[src/rtl/cordic_atan2_phase_if.sv]
// cordic_atan2_phase_if
//   Handshake bundle for the CORDIC atan2 phase engine.
//   Input side : in_valid/in_ready with signed x_in, y_in (DATA_W bits).
//   Output side: out_valid/out_ready with signed phase_out (8 bits,
//                LSB = pi/128 rad) and, when CORDIC_MAG_OUT_EN is defined,
//                unsigned mag_out (DATA_W+2 bits, un-normalised CORDIC x).
//   modport slave  : the engine side.
//   modport master : the upstream/downstream side (testbench or datapath).
interface cordic_atan2_phase_if #(
    parameter int DATA_W = 8
);
    logic                     in_valid;
    logic                     in_ready;
    logic signed [DATA_W-1:0] x_in;
    logic signed [DATA_W-1:0] y_in;
    logic                     out_valid;
    logic                     out_ready;
    logic signed [7:0]        phase_out;
`ifdef CORDIC_MAG_OUT_EN
    logic [DATA_W+1:0]        mag_out;

    modport slave (
        input  in_valid, x_in, y_in, out_ready,
        output in_ready, out_valid, phase_out, mag_out
    );
    modport master (
        output in_valid, x_in, y_in, out_ready,
        input  in_ready, out_valid, phase_out, mag_out
    );
`else
    modport slave (
        input  in_valid, x_in, y_in, out_ready,
        output in_ready, out_valid, phase_out
    );
    modport master (
        output in_valid, x_in, y_in, out_ready,
        input  in_ready, out_valid, phase_out
    );
`endif
endinterface

[src/rtl/cordic_atan2_phase.sv]
// cordic_atan2_phase
//   Iterative CORDIC vectoring engine producing the signed phase
//   atan2(y, x) of a DATA_W-bit vector (used as the 2*theta phase of the
//   Jacobi rotation, y = 2*a_pq, x = a_qq - a_pp).
//   One micro-rotation per clock; ITERATIONS (1..10) rotations per vector.
//
// Ports
//   clk  : rising-edge clock
//   rst  : asynchronous active-high reset
//   bus  : cordic_atan2_phase_if.slave
//          in_valid/in_ready/x_in/y_in   -> vector acceptance (IDLE only)
//          out_valid/out_ready/phase_out -> result, held until taken
//          mag_out (CORDIC_MAG_OUT_EN)   -> final x register, gain ~1.647
//
// Optional feature macro: CORDIC_MAG_OUT_EN (adds the mag_out register).
module cordic_atan2_phase #(
    parameter int DATA_W     = 8,
    parameter int ITERATIONS = 10
) (
    input  logic                        clk,
    input  logic                        rst,
    cordic_atan2_phase_if.slave         bus
);
    // Two guard bits: pre-rotation can negate -2^(DATA_W-1) and the CORDIC
    // gain grows |v| by ~1.65, so DATA_W+2 holds every intermediate x/y.
    localparam int W  = DATA_W + 2;
    localparam int ZW = 13;

    typedef enum logic [1:0] {
        S_IDLE,
        S_ITER,
        S_DONE
    } state_t;

    state_t                r_state;
    logic [3:0]            r_cnt;
    logic signed [W-1:0]   r_x;
    logic signed [W-1:0]   r_y;
    logic signed [ZW-1:0]  r_z;
    logic                  r_zero;
    logic                  r_in_ready;
    logic                  r_out_valid;
    logic signed [7:0]     r_phase;
`ifdef CORDIC_MAG_OUT_EN
    logic [W-1:0]          r_mag;
`endif

    // atan(2^-i) in units of pi/2048
    function automatic logic signed [ZW-1:0] atan_rom(input logic [3:0] i);
        case (i)
            4'd0:    atan_rom = 13'sd512;
            4'd1:    atan_rom = 13'sd302;
            4'd2:    atan_rom = 13'sd160;
            4'd3:    atan_rom = 13'sd81;
            4'd4:    atan_rom = 13'sd41;
            4'd5:    atan_rom = 13'sd20;
            4'd6:    atan_rom = 13'sd10;
            4'd7:    atan_rom = 13'sd5;
            4'd8:    atan_rom = 13'sd3;
            4'd9:    atan_rom = 13'sd1;
            default: atan_rom = 13'sd0;
        endcase
    endfunction

    // ---------------- capture / pre-rotation ----------------
    logic signed [W-1:0]  w_x_ext, w_y_ext;
    logic signed [W-1:0]  w_px, w_py;
    logic signed [ZW-1:0] w_pz;
    logic                 w_zero_in;

    assign w_x_ext   = {{(W-DATA_W){bus.x_in[DATA_W-1]}}, bus.x_in};
    assign w_y_ext   = {{(W-DATA_W){bus.y_in[DATA_W-1]}}, bus.y_in};
    assign w_zero_in = (bus.x_in == '0) && (bus.y_in == '0);

    // Fold the left half-plane onto the right one with an exact +-90 deg
    // turn so the micro-rotations (total reach ~+-99.9 deg) always converge.
    always_comb begin
        w_px = w_x_ext;
        w_py = w_y_ext;
        w_pz = '0;
        if (w_x_ext[W-1]) begin
            if (!w_y_ext[W-1]) begin
                w_px = w_y_ext;
                w_py = -w_x_ext;
                w_pz = 13'sd1024;
            end else begin
                w_px = -w_y_ext;
                w_py = w_x_ext;
                w_pz = -13'sd1024;
            end
        end
    end

    // ---------------- one micro-rotation ----------------
    logic signed [W-1:0]  w_xs, w_ys;
    logic signed [W-1:0]  w_x_nx, w_y_nx;
    logic signed [ZW-1:0] w_z_nx;
    logic signed [ZW-1:0] w_atan;

    assign w_xs   = r_x >>> r_cnt;
    assign w_ys   = r_y >>> r_cnt;
    assign w_atan = atan_rom(r_cnt);

    // Drive y toward zero; both updates read the pre-update x and y.
    always_comb begin
        if (!r_y[W-1]) begin
            w_x_nx = r_x + w_ys;
            w_y_nx = r_y - w_xs;
            w_z_nx = r_z + w_atan;
        end else begin
            w_x_nx = r_x - w_ys;
            w_y_nx = r_y + w_xs;
            w_z_nx = r_z - w_atan;
        end
    end

    // ---------------- output rounding ----------------
    // z LSB is pi/2048, phase LSB is pi/128: round-half-up by 16, then clamp
    // so +pi (128) lands on 127.
    logic signed [ZW-1:0] w_z_rnd, w_z_q;
    logic signed [7:0]    w_phase_sat;

    assign w_z_rnd = w_z_nx + 13'sd8;
    assign w_z_q   = w_z_rnd >>> 4;

    always_comb begin
        if (w_z_q > 13'sd127)
            w_phase_sat = 8'sd127;
        else if (w_z_q < -13'sd128)
            w_phase_sat = -8'sd128;
        else
            w_phase_sat = w_z_q[7:0];
    end

    wire w_last = (r_cnt == 4'(ITERATIONS - 1));

    // ---------------- control + datapath ----------------
    always_ff @(posedge clk or posedge rst) begin
        if (rst) begin
            r_state     <= S_IDLE;
            r_cnt       <= '0;
            r_x         <= '0;
            r_y         <= '0;
            r_z         <= '0;
            r_zero      <= 1'b0;
            r_in_ready  <= 1'b1;
            r_out_valid <= 1'b0;
            r_phase     <= '0;
`ifdef CORDIC_MAG_OUT_EN
            r_mag       <= '0;
`endif
        end else begin
            case (r_state)
                S_IDLE: begin
                    if (bus.in_valid) begin
                        r_x        <= w_px;
                        r_y        <= w_py;
                        r_z        <= w_pz;
                        r_zero     <= w_zero_in;
                        r_cnt      <= '0;
                        r_in_ready <= 1'b0;
                        r_state    <= S_ITER;
                    end
                end
                S_ITER: begin
                    r_x   <= w_x_nx;
                    r_y   <= w_y_nx;
                    r_z   <= w_z_nx;
                    r_cnt <= r_cnt + 4'd1;
                    if (w_last) begin
                        r_phase     <= r_zero ? 8'sd0 : w_phase_sat;
`ifdef CORDIC_MAG_OUT_EN
                        r_mag       <= r_zero ? '0 : w_x_nx;
`endif
                        r_out_valid <= 1'b1;
                        r_state     <= S_DONE;
                    end
                end
                S_DONE: begin
                    if (bus.out_ready) begin
                        r_out_valid <= 1'b0;
                        r_in_ready  <= 1'b1;
                        r_state     <= S_IDLE;
                    end
                end
                default: begin
                    r_state     <= S_IDLE;
                    r_in_ready  <= 1'b1;
                    r_out_valid <= 1'b0;
                end
            endcase
        end
    end

    assign bus.in_ready  = r_in_ready;
    assign bus.out_valid = r_out_valid;
    assign bus.phase_out = r_phase;
`ifdef CORDIC_MAG_OUT_EN
    assign bus.mag_out   = r_mag;
`endif

endmodule

[src/flat_wrapper.sv]
// flat-port wrapper written by rule: the top's interface ports become plain ports
module cordic_atan2_phase_flat 
#(
    parameter int DATA_W     = 8,
    parameter int ITERATIONS = 10
)
  (clk, rst, bus_in_valid, bus_x_in, bus_y_in, bus_out_ready, bus_in_ready, bus_out_valid, bus_phase_out);
  cordic_atan2_phase_if #(.DATA_W(DATA_W)) bus_i ();
  input  logic clk;
  input  logic rst;
  input wire logic [$bits(bus_i.in_valid)-1:0] bus_in_valid;
  input wire logic [$bits(bus_i.x_in)-1:0] bus_x_in;
  input wire logic [$bits(bus_i.y_in)-1:0] bus_y_in;
  input wire logic [$bits(bus_i.out_ready)-1:0] bus_out_ready;
  output wire logic [$bits(bus_i.in_ready)-1:0] bus_in_ready;
  output wire logic [$bits(bus_i.out_valid)-1:0] bus_out_valid;
  output wire logic [$bits(bus_i.phase_out)-1:0] bus_phase_out;
  assign bus_i.in_valid = bus_in_valid;
  assign bus_i.x_in = bus_x_in;
  assign bus_i.y_in = bus_y_in;
  assign bus_i.out_ready = bus_out_ready;
  assign bus_in_ready = bus_i.in_ready;
  assign bus_out_valid = bus_i.out_valid;
  assign bus_phase_out = bus_i.phase_out;
  cordic_atan2_phase #(.DATA_W(DATA_W), .ITERATIONS(ITERATIONS)) u_core (.clk(clk), .rst(rst), .bus(bus_i));
endmodule
[config.mk]
export PLATFORM = sky130hd
export DESIGN_NAME = cordic_atan2_phase_flat
export DESIGN_NICKNAME = d
export VERILOG_FILES = /design/src/rtl/cordic_atan2_phase_if.sv /design/src/rtl/cordic_atan2_phase.sv /design/src/flat_wrapper.sv
export SDC_FILE = /design/constraint.sdc
export NUM_CORES = 1
export LEC_CHECK = 0
export CAP_MARGIN = 10
export CELL_PAD_IN_SITES_DETAIL_PLACEMENT = 1
export CELL_PAD_IN_SITES_GLOBAL_PLACEMENT = 1
export CORE_ASPECT_RATIO = 1.75
export CORE_UTILIZATION = 50
export DETAILED_ROUTE_END_ITERATION = 8
export PLACE_DENSITY = 0.95
export SLEW_MARGIN = 20
export SYNTH_ARGS = -nofsm -noshare
export SYNTH_HDL_FRONTEND = slang
export SYNTH_SLANG_ARGS = --single-unit
[constraint.sdc]
create_clock -name clk -period 12.8 [get_ports clk]
set_clock_uncertainty 0.2 [all_clocks]
set_input_delay 1.92 -clock clk [delete_from_list [all_inputs] [get_ports clk]]
set_output_delay 1.92 -clock clk [all_outputs]
set_load 0.05 [all_outputs]
==> run metrics <==
outcome complete, no violations; Avg WL per Cell 23.0 um; core footprint 0.0108 mm2; Diodes inserted 0; critical-path cell with the highest stage delay dfrtp_1; fin worst setup slack 6260 ps; register area 0.00125 mm2; area of the mapped netlist 0.00556 mm2; total number of vias 5539; cts repair resizes 0; final wirelength 18900 um; CTS H-tree lvls 2; Critical R2R Capture u_core.bus.phase_out[5]; CP endpoint kind flip-flop; CP cell instances inv_1, ha_1, mux2i_1, nor2_1, a31oi_1, ha_1, o21ai_0, nor3_1, a21oi_1, a31o_2, ha_1, a21o_1, a21oi_1, nor3b_1, a2111oi_0, o211ai_1, nor4b_4, xnor2_1, o21ai_1, o21ai_1; Starting Density 51.6%; initial antenna violation count 0; crit-path max cell delay 850 ps; post-CTS setup buffer count 0; Synth-to-Final Area Change 8.96%; Final Slew Violations 0; headroom to the max-slew limit 26.0%; Peak Freq 0.153 GHz; number of nets in the layout 754; Yosys reg bits 50; first-pass GRT wire length 30300 um; cts hold-fix bufs 0; cell count after placement 812; row count 50; worst slack, placed 6480 ps; initial DRC count 331; non-filler cells, final 820; R2R cell count 20; DR pass1 iterations 7; # port buffers 29; fill count 1308; worst skew pair latency 300 ps; largest net degree at the start of global routing 51; asr flop ratio synth 100%; Final TNS setup 0 ps; Reg2Reg Launch Point u_core.r_cnt[1]; Die Y 141 um; worst-path fanout max 22; vias per cell 6.75; Post-synth EDFFs 0; clock tree buffer depth 2; dominant synthesized flop cell dfrtp_1; R2R Setup Slk 6260 ps; CTS tree yes; multi-input logic area 0.00403 mm2; chip width 81.7 um; Detail Route Antenna Nets 0; WL met2 10200 um; post-DP HPWL 13700 um; vias in the first global route 5955; clock sink count 50; setup violators final 0; Routability Congestion 0.928; utilization after layout 56.3%; max layer used met4; RSZ-0062 raised after global routing no; Period minus WS final 6540 ps; most frequent CP cell ha_1; worst path required time 12830 ps; ratio of cells with drive above 1 in the final layout 6.81%; syn nets 751; worst hold path type flip-flop to flip-flop; Yosys warning total 0; Reg clk slew, reported paths 80 ps; beginning of the critical path u_core.r_cnt[1]; full die area 0.0116 mm2; # DRC 0; Overall Global Routing Usage 34.9%; total congestion overflow 0; Slew @ Worst Pin 1110 ps; Worst EP arrival 6570 ps; M1 wire length 6210 um; number of I/O pins 30; cts bufs inserted 5; Final Hold Vio Count 0; root buffer cell clkbuf_16; period utilization 51.1%; crit path kind flip-flop to flip-flop; Mapped Avg Cell Area 8.10 um2; synthesized instance count 686; crit start category flip-flop; Seq/Total Area, Yosys 22.5%; max-cap violations 0; Met3 Wirelength 760 um; Worst setup endpoint u_core.bus.phase_out[5]; Yosys cell types 71
==> cell type report <==
class,instances,area share [%]
clock inverter,3,0.393
clock buffer,5,2.07
sequential,50,20.7
tap,130,2.69
inverter,32,2.00
timing repair buffer,35,5.54
multi-input combinational,565,66.6
==> layout by cell type (no fill, tap or decap), types with 7 or more instances in the layout <==
cell type and n:
a211oi_1 22, nand2_1 50, dfrtp_1 49, mux2_2 7, nand3_1 20, xnor2_1 39, o31ai_1 10, a21oi_1 62
a21o_1 10, mux2i_1 25, mux4_2 9, inv_1 30, nor3_1 18, xor2_1 14, nand2b_1 10, o21ai_1 8
ha_1 42, clkdlybuf4s50_1 29, o21ai_0 43, nor2_1 68
==> layer usage <==
metal / track usage (%) / vias to the layer above
met4: 27.5 / 0
met2: 62.5 / 222
li1: - / 2510
met5: 0 / -
met1: 34.6 / 2693
met3: 4.50 / 114
==> stage by stage <==
stage | cell area [um2] | hold WS [ps]
finish | 6050 | 292
global route | 6050 | 331
CTS | 6050 | 297
detailed placement | 5900 | 284
global placement | 5900 | 275
floorplan | 5560 | 257
==> critical path: cells and delay by family, from the launching register on <==
kind	cells	cell delay (ps)
DFF	1	850
xor gates and xnor gates	1	550
buffers and inverters	1	310
adders and majority gates	3	960
and+or+nand+nor	4	830
AOI/OAI and AO/OA	10	2590
muxes	1	170
==> synth_stat cells, types with 8 or more instances <==
master	instances	area [um2]
a211oi_1	22	165
a21o_1	10	75.1
a21oi_1	62	310
clkbuf_1	25	93.8
dfrtp_1	49	1230
ha_1	42	526
inv_1	31	116
mux2i_1	25	250
mux4_2	9	203
nand2_1	51	191
nand2b_1	10	62.6
nand3_1	20	100
nor2_1	68	255
nor3_1	18	90.1
o21ai_0	43	215
o21ai_1	8	40.0
o31ai_1	10	75.1
xnor2_1	39	342
xor2_1	14	123
==> state kept, by name, summed over array words and instances (netlist names) <==
| register | flops |
|---|---|
| u_core.r_z | 13 |
| u_core.r_cnt | 4 |
| u_core.bus.out_valid | 1 |
| u_core.r_x | 10 |
| u_core.r_zero | 1 |
| u_core.r_state | 2 |
| u_core.bus.in_ready | 1 |
| u_core.bus.phase_out | 8 |
| u_core.r_y | 10 |
==> how the worst min path moves through the flow <==
| stage | start | to | slack, ps | cells past startpoint |
|---|---|---|---|---|
| 4_1_cts | u_core.bus.phase_out[3] | u_core.bus.phase_out[3] | 300 | 2 |
| 2_1_floorplan | u_core.r_zero | u_core.bus.phase_out[7] | 260 | 1 |
| 6_report | u_core.bus.phase_out[3] | u_core.bus.phase_out[3] | 290 | 2 |
| 3_3_place_gp | u_core.bus.phase_out[3] | u_core.bus.phase_out[3] | 280 | 2 |
| 3_5_place_dp | u_core.bus.phase_out[3] | u_core.bus.phase_out[3] | 280 | 2 |
| 5_1_grt | u_core.bus.phase_out[3] | u_core.bus.phase_out[3] | 330 | 2 |
==> cells by family (layout without fill, tap and decap cells) <==
kind of cell | Yosys count | in the layout | synth area share, %
mux | 41 | 41 | 9.57
fa+ha+maj | 47 | 47 | 10.9
compound gates | 217 | 217 | 25.4
buf+inv | 71 | 75 | 4.95
xor+xnor | 53 | 53 | 8.35
flops | 50 | 50 | 22.5
simple gates | 207 | 207 | 18.3
Power is not shown: default switching activity piles up to over one toggle a cycle in this logic, so the estimate is an artifact.
